File: src/rtl/text_ram_arbiter_pkg.sv
// Shared types and constants for the text-RAM arbiter: cell geometry, cell word
// layout and the per-cycle grant encoding.
package text_ram_arbiter_pkg;

  localparam int unsigned TEXT_COLS   = 80;
  localparam int unsigned TEXT_ROWS   = 50;
  localparam int unsigned TEXT_CELLS  = TEXT_COLS * TEXT_ROWS;
  localparam int unsigned TEXT_ADDR_W = 12;
  localparam int unsigned TEXT_DATA_W = 24;

  typedef logic [TEXT_ADDR_W-1:0] TextRamAddress_t;
  typedef logic [TEXT_DATA_W-1:0] TextRamData_t;

  typedef struct packed {
    TextRamAddress_t addr;
    TextRamData_t    data;
  } TextWriteEntry_t;

  typedef enum logic [1:0] {
    GRANT_IDLE  = 2'd0,
    GRANT_READ  = 2'd1,
    GRANT_WRITE = 2'd2
  } grant_t;

endpackage

File: src/rtl/text_ram_arbiter_if.sv
// Bundle of the writer, renderer and RAM-side signals around the text-RAM arbiter.
// The arbiter takes the slave view; the surrounding logic drives the master view.
interface text_ram_arbiter_if #(
  parameter int unsigned ADDR_WIDTH = 12,
  parameter int unsigned DATA_WIDTH = 24
);
  logic                  wrValid;
  logic                  wrReady;
  logic [ADDR_WIDTH-1:0] wrAddr;
  logic [DATA_WIDTH-1:0] wrData;
  logic                  rdValid;
  logic                  rdReady;
  logic [ADDR_WIDTH-1:0] rdAddr;
  logic                  rdDataValid;
  logic [DATA_WIDTH-1:0] rdData;
  logic [ADDR_WIDTH-1:0] ramAddr;
  logic [DATA_WIDTH-1:0] ramWrData;
  logic                  ramWe;
  logic [DATA_WIDTH-1:0] ramRdData;

  modport master (
    output wrValid, wrAddr, wrData, rdValid, rdAddr, ramRdData,
    input  wrReady, rdReady, rdDataValid, rdData, ramAddr, ramWrData, ramWe
  );

  modport slave (
    input  wrValid, wrAddr, wrData, rdValid, rdAddr, ramRdData,
    output wrReady, rdReady, rdDataValid, rdData, ramAddr, ramWrData, ramWe
  );
endinterface

File: src/rtl/text_ram_arbiter_write_fifo.sv
// Synchronous write FIFO holding pending cell writes (address + data).
// With TEXT_RAM_WR_COALESCE_EN defined, the newest entry's data can be overwritten in place.
module text_write_fifo #(
  parameter int unsigned ADDR_WIDTH = 12,
  parameter int unsigned DATA_WIDTH = 24,
  parameter int unsigned DEPTH      = 8
) (
  input  logic                    clk,
  input  logic                    rst,
  input  logic                    push,
  input  logic                    pop,
  input  logic [ADDR_WIDTH-1:0]   push_addr,
  input  logic [DATA_WIDTH-1:0]   push_data,
`ifdef TEXT_RAM_WR_COALESCE_EN
  input  logic                    overwrite,
  output logic [ADDR_WIDTH-1:0]   tail_addr,
`endif
  output logic [ADDR_WIDTH-1:0]   head_addr,
  output logic [DATA_WIDTH-1:0]   head_data,
  output logic [$clog2(DEPTH):0]  count,
  output logic                    full
);
  localparam int unsigned PTR_W = $clog2(DEPTH);
  localparam int unsigned CNT_W = PTR_W + 1;

  logic [ADDR_WIDTH-1:0] addr_mem [DEPTH];
  logic [DATA_WIDTH-1:0] data_mem [DEPTH];
  logic [PTR_W-1:0]      wr_ptr;
  logic [PTR_W-1:0]      rd_ptr;

  assign head_addr = addr_mem[rd_ptr];
  assign head_data = data_mem[rd_ptr];
  assign full      = (count == CNT_W'(DEPTH));

`ifdef TEXT_RAM_WR_COALESCE_EN
  logic [PTR_W-1:0] tail_ptr;
  assign tail_ptr  = wr_ptr - PTR_W'(1);
  assign tail_addr = addr_mem[tail_ptr];
`endif

  // Entry storage carries no reset; validity comes from the pointers and count.
  always_ff @(posedge clk) begin
    if (push) begin
      addr_mem[wr_ptr] <= push_addr;
      data_mem[wr_ptr] <= push_data;
    end
`ifdef TEXT_RAM_WR_COALESCE_EN
    else if (overwrite) begin
      data_mem[tail_ptr] <= push_data;
    end
`endif
  end

  always_ff @(posedge clk or posedge rst) begin
    if (rst) begin
      wr_ptr <= '0;
      rd_ptr <= '0;
      count  <= '0;
    end else begin
      if (push) wr_ptr <= wr_ptr + PTR_W'(1);
      if (pop)  rd_ptr <= rd_ptr + PTR_W'(1);
      case ({push, pop})
        2'b10:   count <= count + CNT_W'(1);
        2'b01:   count <= count - CNT_W'(1);
        default: count <= count;
      endcase
    end
  end

endmodule

File: src/rtl/text_ram_arbiter.sv
// Single-port text-RAM front end: renderer reads win, buffered terminal writes drain
// at least once per MAX_READ_STREAK reads. Optional write coalescing: TEXT_RAM_WR_COALESCE_EN.
module text_ram_arbiter
  import text_ram_arbiter_pkg::*;
#(
  parameter int unsigned ADDR_WIDTH      = 12,
  parameter int unsigned DATA_WIDTH      = 24,
  parameter int unsigned FIFO_DEPTH      = 8,
  parameter int unsigned MAX_READ_STREAK = 15
) (
  input  logic               clk,
  input  logic               rst,
  text_ram_arbiter_if.slave  bus
);
  localparam int unsigned CNT_W    = $clog2(FIFO_DEPTH) + 1;
  localparam int unsigned STREAK_W = $clog2(MAX_READ_STREAK + 1);

  grant_t                grant;
  logic [STREAK_W-1:0]   streak;
  logic                  rd_pending;
  logic [ADDR_WIDTH-1:0] last_addr;
  logic [DATA_WIDTH-1:0] last_wr_data;
  logic [ADDR_WIDTH-1:0] ram_addr;
  logic [DATA_WIDTH-1:0] ram_wr_data;

  logic                  push;
  logic                  pop;
  logic                  wr_ready;
  logic                  fifo_full;
  logic                  fifo_empty;
  logic [CNT_W-1:0]      fifo_count;
  logic [ADDR_WIDTH-1:0] head_addr;
  logic [DATA_WIDTH-1:0] head_data;

  assign fifo_empty = (fifo_count == '0);
  assign pop        = (grant == GRANT_WRITE);

`ifdef TEXT_RAM_WR_COALESCE_EN
  logic [ADDR_WIDTH-1:0] tail_addr;
  logic                  tail_hit;
  logic                  overwrite;

  // The tail is only safe to rewrite when it is not the head leaving this cycle.
  assign tail_hit  = !fifo_empty && (tail_addr == bus.wrAddr)
                   && !(pop && (fifo_count == CNT_W'(1)));
  assign wr_ready  = !rst && (!fifo_full || tail_hit);
  assign overwrite = bus.wrValid && wr_ready && tail_hit;
  assign push      = bus.wrValid && wr_ready && !tail_hit;
`else
  assign wr_ready  = !rst && !fifo_full;
  assign push      = bus.wrValid && wr_ready;
`endif

  text_write_fifo #(
    .ADDR_WIDTH (ADDR_WIDTH),
    .DATA_WIDTH (DATA_WIDTH),
    .DEPTH      (FIFO_DEPTH)
  ) u_fifo (
    .clk       (clk),
    .rst       (rst),
    .push      (push),
    .pop       (pop),
    .push_addr (bus.wrAddr),
    .push_data (bus.wrData),
`ifdef TEXT_RAM_WR_COALESCE_EN
    .overwrite (overwrite),
    .tail_addr (tail_addr),
`endif
    .head_addr (head_addr),
    .head_data (head_data),
    .count     (fifo_count),
    .full      (fifo_full)
  );

  // Grant: reads first unless the streak limit is hit with writes waiting.
  always_comb begin
    grant = GRANT_IDLE;
    if (!rst) begin
      if (bus.rdValid && (fifo_empty || (streak < STREAK_W'(MAX_READ_STREAK))))
        grant = GRANT_READ;
      else if (!fifo_empty)
        grant = GRANT_WRITE;
    end
  end

  // RAM port: idle cycles keep presenting the last address and write data.
  always_comb begin
    ram_addr    = last_addr;
    ram_wr_data = last_wr_data;
    case (grant)
      GRANT_READ:  ram_addr = bus.rdAddr;
      GRANT_WRITE: begin
        ram_addr    = head_addr;
        ram_wr_data = head_data;
      end
      default: ;
    endcase
  end

  always_ff @(posedge clk or posedge rst) begin
    if (rst) begin
      streak       <= '0;
      rd_pending   <= 1'b0;
      last_addr    <= '0;
      last_wr_data <= '0;
    end else begin
      rd_pending <= (grant == GRANT_READ);
      if (grant != GRANT_IDLE) last_addr <= ram_addr;
      if (grant == GRANT_WRITE) last_wr_data <= ram_wr_data;
      if (fifo_empty || (grant == GRANT_WRITE))
        streak <= '0;
      else if ((grant == GRANT_READ) && (streak < STREAK_W'(MAX_READ_STREAK)))
        streak <= streak + STREAK_W'(1);
    end
  end

  assign bus.wrReady     = wr_ready;
  assign bus.rdReady     = (grant == GRANT_READ);
  assign bus.ramWe       = (grant == GRANT_WRITE);
  assign bus.ramAddr     = ram_addr;
  assign bus.ramWrData   = ram_wr_data;
  assign bus.rdDataValid = rd_pending;
  // The RAM q already carries its one-cycle latency, so read data passes straight through.
  assign bus.rdData      = rd_pending ? bus.ramRdData : '0;

endmodule

File: src/flat_wrapper.sv
// flat-port wrapper written by rule: the top's interface ports become plain ports
module text_ram_arbiter_flat import text_ram_arbiter_pkg::*;
#(
  parameter int unsigned ADDR_WIDTH      = 12,
  parameter int unsigned DATA_WIDTH      = 24,
  parameter int unsigned FIFO_DEPTH      = 8,
  parameter int unsigned MAX_READ_STREAK = 15
)
  (clk, rst, bus_wrValid, bus_wrAddr, bus_wrData, bus_rdValid, bus_rdAddr, bus_ramRdData, bus_wrReady, bus_rdReady, bus_rdDataValid, bus_rdData, bus_ramAddr, bus_ramWrData, bus_ramWe);
  text_ram_arbiter_if #(.ADDR_WIDTH(ADDR_WIDTH), .DATA_WIDTH(DATA_WIDTH)) bus_i ();
  input  logic clk;
  input  logic rst;
  input wire logic [$bits(bus_i.wrValid)-1:0] bus_wrValid;
  input wire logic [$bits(bus_i.wrAddr)-1:0] bus_wrAddr;
  input wire logic [$bits(bus_i.wrData)-1:0] bus_wrData;
  input wire logic [$bits(bus_i.rdValid)-1:0] bus_rdValid;
  input wire logic [$bits(bus_i.rdAddr)-1:0] bus_rdAddr;
  input wire logic [$bits(bus_i.ramRdData)-1:0] bus_ramRdData;
  output wire logic [$bits(bus_i.wrReady)-1:0] bus_wrReady;
  output wire logic [$bits(bus_i.rdReady)-1:0] bus_rdReady;
  output wire logic [$bits(bus_i.rdDataValid)-1:0] bus_rdDataValid;
  output wire logic [$bits(bus_i.rdData)-1:0] bus_rdData;
  output wire logic [$bits(bus_i.ramAddr)-1:0] bus_ramAddr;
  output wire logic [$bits(bus_i.ramWrData)-1:0] bus_ramWrData;
  output wire logic [$bits(bus_i.ramWe)-1:0] bus_ramWe;
  assign bus_i.wrValid = bus_wrValid;
  assign bus_i.wrAddr = bus_wrAddr;
  assign bus_i.wrData = bus_wrData;
  assign bus_i.rdValid = bus_rdValid;
  assign bus_i.rdAddr = bus_rdAddr;
  assign bus_i.ramRdData = bus_ramRdData;
  assign bus_wrReady = bus_i.wrReady;
  assign bus_rdReady = bus_i.rdReady;
  assign bus_rdDataValid = bus_i.rdDataValid;
  assign bus_rdData = bus_i.rdData;
  assign bus_ramAddr = bus_i.ramAddr;
  assign bus_ramWrData = bus_i.ramWrData;
  assign bus_ramWe = bus_i.ramWe;
  text_ram_arbiter #(.ADDR_WIDTH(ADDR_WIDTH), .DATA_WIDTH(DATA_WIDTH), .FIFO_DEPTH(FIFO_DEPTH), .MAX_READ_STREAK(MAX_READ_STREAK)) u_core (.clk(clk), .rst(rst), .bus(bus_i));
endmodule
File: config.mk
export PLATFORM = sky130hd
export DESIGN_NAME = text_ram_arbiter_flat
export DESIGN_NICKNAME = d
export VERILOG_FILES = /design/src/rtl/text_ram_arbiter_pkg.sv /design/src/rtl/text_ram_arbiter_if.sv /design/src/rtl/text_ram_arbiter_write_fifo.sv /design/src/rtl/text_ram_arbiter.sv /design/src/flat_wrapper.sv
export SDC_FILE = /design/constraint.sdc
export NUM_CORES = 1
export LEC_CHECK = 0
export ABC_AREA = 1
export CELL_PAD_IN_SITES_DETAIL_PLACEMENT = 1
export CELL_PAD_IN_SITES_GLOBAL_PLACEMENT = 2
export CORE_MARGIN = 5
export CORE_UTILIZATION = 41
export DETAILED_ROUTE_END_ITERATION = 16
export GPL_ROUTABILITY_DRIVEN = 0
export PLACE_DENSITY_LB_ADDON = 0.1
export SLEW_MARGIN = 20
export SYNTH_ARGS = -nofsm -noshare
export SYNTH_HDL_FRONTEND = slang
export SYNTH_SLANG_ARGS = --single-unit
File: constraint.sdc
create_clock -name clk -period 6.4 [get_ports clk]
set_input_delay 1.28 -clock clk [delete_from_list [all_inputs] [get_ports clk]]
set_output_delay 1.28 -clock clk [all_outputs]
set_load 0.02 [all_outputs]
# Word-level counts from Yosys, hierarchy flattened
# Memories as Yosys holds them, arrays and structs flattened.
# Cells that the tools add are included.
# classes
addsub	5
order_cmp	1
n_eq_ne	5
mux	11
reduce_logical	12
# op_table
operator	count
$mux W24	2
$pmux W12 S2	1
$add A4 B1 Y4 const B	2
$mux W4	2
$pmux W4 S2	1
$add A3 B1 Y3 const B	2
$mux W2	3
$reduce_bool A2 Y1	3
$eq A2 B1 Y1 const B	2
$eq A2 B2 Y1 const B	2
$eq A4 B4 Y1 const B	1
$logic_and A1 B1 Y1	4
$logic_not A4 Y1	1
$lt A4 B4 Y1 const B	1
$sub A4 B1 Y4 const B	1
$logic_not A1 Y1	2
$logic_or A1 B1 Y1	2
$mux W1	2
# totals
reg_bits	51
mem_bits_rw	288
in_bits	76
output_inout_bits	64
elab_cells	43
memories	2
# mem_list
memory	words	width	read_ports	rd_ports_with_merged_regs	wr	line	rtl
u_core.u_fifo.data_mem	8	24	1	0	1	text_ram_arbiter_write_fifo.sv:27	logic [DATA_WIDTH-1:0] data_mem [DEPTH];
u_core.u_fifo.addr_mem	8	12	1	0	1	text_ram_arbiter_write_fifo.sv:26	logic [ADDR_WIDTH-1:0] addr_mem [DEPTH];

# Longest topological paths before layout
# depth
word_depth	9
depth_mapped	15
mapped_depth_nobuf	15

# By module
# A second synthesis with hierarchy kept.
# hier_totals
cells_unflattened	1321
hier_area_um2	14350.0
# modules_own_cells
module	instances	cells_per_inst	area_per_inst_um2	seq_area_each_um2
text_write_fifo	1	960	11861.4	8898.5
text_ram_arbiter	1	361	2488.6	1026.0

# Worst setup path before layout
# No wires, ideal clock.
# synth_path
path_kind	input to output
start	input rst
end	output bus_ramAddr[3]
arrival_time_ns	4.015
required_ns	5.120
slack_ns	1.105
cell_stages	7
path_buffers	1
cell_sequence	inv_1 nand2_1 inv_1 ha_1 clkbuf_1 a21oi_1 a21boi_0
# synth_via
elab_chain_cells	3
# synth_rtl
element	line	rtl
start: declaration	flat_wrapper.sv:12	input logic rst;
$mux W2	text_ram_arbiter.sv:78	if (!rst) begin
$eq A2 B1 Y1	--	
named net bus_rdReady	flat_wrapper.sv:20	output wire logic [$bits(bus_i.rdReady)-1:0] bus_rdReady;
$pmux W12 S2	text_ram_arbiter.sv:90	case (grant)
end: declaration	flat_wrapper.sv:23	output wire logic [$bits(bus_i.ramAddr)-1:0] bus_ramAddr;
# The timed path passes the listed nets, and every way through them passes these cells.

# Worst setup path in the final report
# layout_path
start	input rst
end	output bus_ramAddr[7]
# layout_via
elab_chain_cells	3
# layout_rtl
element	line
$mux W2 (*)	text_ram_arbiter.sv:78
$eq A2 B2 Y1 / $eq A2 B1 Y1 (equally long branches)	text_ram_arbiter.sv:90
$pmux W12 S2 (*)	text_ram_arbiter.sv:90
# Mark *: on every way between the ends. The rest lies on a longest branch, timed or not.

==> flow_summary.toml <==
[logic_synthesis]
post-synth-top-area-cell = "edfxtp_1"
synth_edf_count = 288
net_count_after_synthesis = 1306
synth_warnings = 0
synthCells = 1221
synth.ff_latch_count = 339
post-synth-top-area-fraction = 0.618
average_cell_area_after_synthesis_um2 = 11.5
synth-seq-area-share = 0.709
synth_area_leaders = "edfxtp_1, dfrtp_1, nand2_1"
syn-cell-area_mm2 = 0.0140
synthDistinctLibCells = 32
async_reset_ff_frac = 0.150
dominantRegCellSynth = "edfxtp_1"

[global_route]
number_of_antenna_violations_at_the_first_check_in_global_routing = 2
globalRouteTotalUtil = 0.191
global_route.overflow_total = 0
vias_in_the_first_global_route = 9828
pin_count_of_the_biggest_net_entering_global_routing = 145
grt_first_pass_wirelength_um = 57100

[timing]
transition_time_of_the_tightest_slew_check_pin_ps = 1070
hold-worst-slack_ps = 472
max_freq_mhz = 188
post-route-period-util = 0.832
finalSetupTns_ps = 0
crit_path_time_final_ps = 5320
finClkSkew_ps = 28.9
final-setup-viol-count = 0
setup_repair_after_global_routing_missed_its_margin = "false"
slew_headroom = 0.289
drv_slew = 0
finalHoldViolations = 0

[worst_hold_path]
hp-class = "reg -> reg"
hold_depth = 2

[critical_path]
setup.worst_path.end_class = "output pin"
worst_ep_arrival_time_ps = 4040
worst-setup-path-type = "in -> out"
timing.critical_path.from_type = "input port"
required_ps = 5120
timing.reg2reg.worst_path_depth = 15
timing.critical_path.fanout_max = 24

[clock_network]
cts_tree = "yes"
cts_num_sinks = 339
cts_buffers = 37
post_cts_buffers = 0
ctsRootBufferMaster = "clkbuf_16"
post_cts.resized_instances = 0
post_cts_clock_slew_at_the_launch_and_capture_registers_of_the_worst_setup_and_hold_paths_ps = 60
clockBufferDepth = 3
insertion_delay_ps = 520
post_cts_hold_buffer_count = 0
htree_levels = 2

[layout]
antenna_cells_inserted = 0
sequential_cell_area_mm2 = 0.00993
area_growth_syn_to_layout_pct = 21.0
design.final.nets = 1433
layout.cells.most_common_list = "nand2_1, edfxtp_1, clkdlybuf4s50_1"
multi_input_comb_area_mm2 = 0.00358
fraction_of_layout_cells_with_a_size_suffix_above_1 = 0.0625
fillers = 3544
final_common_cell = "nand2_1"

[drt]
antenna_violating_nets_post_route = 0
detailedRoute.firstIterationViolations = 428
vias_per_instance = 5.16
wl_per_cell_um = 20.1
vias_after_detailed_routing = 9419
drcViolationCount = 0
drt_pass_1_iters = 5
routed_wl_um = 36600

[power_and_ir_drop]
seq_power_share = 0.395
leakage_nw = 6.43
finalPower_mw = 7.15
power_density_mw_per_mm2 = 422
p_switching_mw = 2.53
clkPwrFrac = 0.280
combinationalPowerShare = 0.324
internal_power_mw = 4.61
power.ir.vdd_worst_mv = 0.357
switching_share = 0.354

[die]
floorplan.initialDensity = 0.416
floorplan.die_area_mm2 = 0.0379
boundaryPins = 140
fp-row-count = 67
standard_cell_core_area_mm2 = 0.0336
die-width_um = 195
die_h_um = 195

[run_status]
status = "complete, no violations"

[place]
dp.final_hpwl_um = 21600
port_buffers = 139

[run]
timing.max_cap.violations = 0
==> state kept, by name, indices dropped and copies added (netlist names) <==
register / cells
u_core.last_wr_data: 24
u_core.u_fifo.addr_mem: 96
u_core.u_fifo.wr_ptr: 3
u_core.u_fifo.rd_ptr: 3
u_core.u_fifo.count: 4
u_core.streak: 4
u_core.bus.rdDataValid: 1
u_core.last_addr: 12
u_core.u_fifo.data_mem: 192
==> worst paths after layout <==
path / endpoint / startpoint / slack (ps)
min in group asynchronous: u_core.last_wr_data[5]$_DFFE_PP0N_ / rst / 1410
min reg2reg: u_core.last_wr_data[14]$_DFFE_PP0N_ / u_core.last_wr_data[14]$_DFFE_PP0N_ / 470
max: bus_ramAddr[7] / rst / 1080
max in group asynchronous: u_core.u_fifo.rd_ptr[0]$_DFFE_PP0N_ / rst / 4390
min: u_core.last_wr_data[14]$_DFFE_PP0N_ / u_core.last_wr_data[14]$_DFFE_PP0N_ / 470
max reg2reg: u_core.u_fifo.count[2]$_DFFE_PP0P_ / u_core.streak[0]$_DFFE_PP0P_ / 2880
==> power by group through the flow <==
stage / logic [mW] / clock network, mW / registers [mW]
finish: 2.32 / 2.00 / 2.83
detailed placement: 2.36 / 0 / 2.87
global route: 2.59 / 2.16 / 2.85
CTS: 2.38 / 2.05 / 2.83
floorplan: 1.58 / 0 / 2.80
global placement: 2.31 / 0 / 2.86
==> metrics by stage <==
stage	cell area, um2	setup slack [ps]	cells	util
final	16900	1080	1824	0.504
after global routing	16900	880	1824	0.504
after CTS	16900	1080	1824	0.504
after detailed placement	15800	1110	1757	0.470
after global placement	15800	1160	1757	0.470
after floorplan	14000	1100	1221	-
==> synthesized netlist by cell type, types with 2 or more instances <==
cell type,instances
a211oi_1,2
a21boi_0,7
a21boi_1,5
a21oi_1,16
buf_1,4
buf_2,20
buf_4,9
buf_6,5
clkbuf_1,29
dfrtp_1,51
edfxtp_1,288
ha_1,9
inv_1,51
inv_2,2
nand2_1,314
nand3_1,101
nand4_1,2
nor2_1,144
o211ai_1,36
o21a_1,2
o21ai_0,82
o21ai_1,16
o221ai_1,11
xnor2_1,2
xor2_1,6
==> routing by layer <==
layer | wire (um) | global-route usage
met1 | 16900 | 0.261
met2 | 17500 | 0.321
met3 | 1640 | 0.0355
met4 | 599 | 0.0406
met5 | 25 | 0
==> logic make-up (layout without fill, tap and decap cells) <==
| logic type | Yosys count | count (layout) | share of synthesized area |
|---|---|---|---|
| compound gates | 180 | 180 | 0.0775 |
| flops | 339 | 339 | 0.709 |
| simple gates | 563 | 563 | 0.161 |
| buf+inv | 122 | 277 | 0.0398 |
| xor+xnor | 8 | 8 | 0.00501 |
| fa+ha+maj | 9 | 9 | 0.00804 |
==> final cells by class <==
cell class / instances / area share
Sequential cell: 339 / 0.586
Multi-Input combinational cell: 760 / 0.211
Timing Repair Buffer: 155 / 0.0892
Clock buffer: 52 / 0.0610
Tap cell: 448 / 0.0331
Inverter: 55 / 0.0126
Clock inverter: 15 / 0.00665
==> worst max-delay path, stage by stage <==
cell and delay (ps):
clkdlybuf4s50_1 450, nor3_1 300, inv_1 110, ha_1 790
a21oi_1 130, a21boi_0 300, clkdlybuf4s50_1 660
Power figures use the tool's default switching activity.
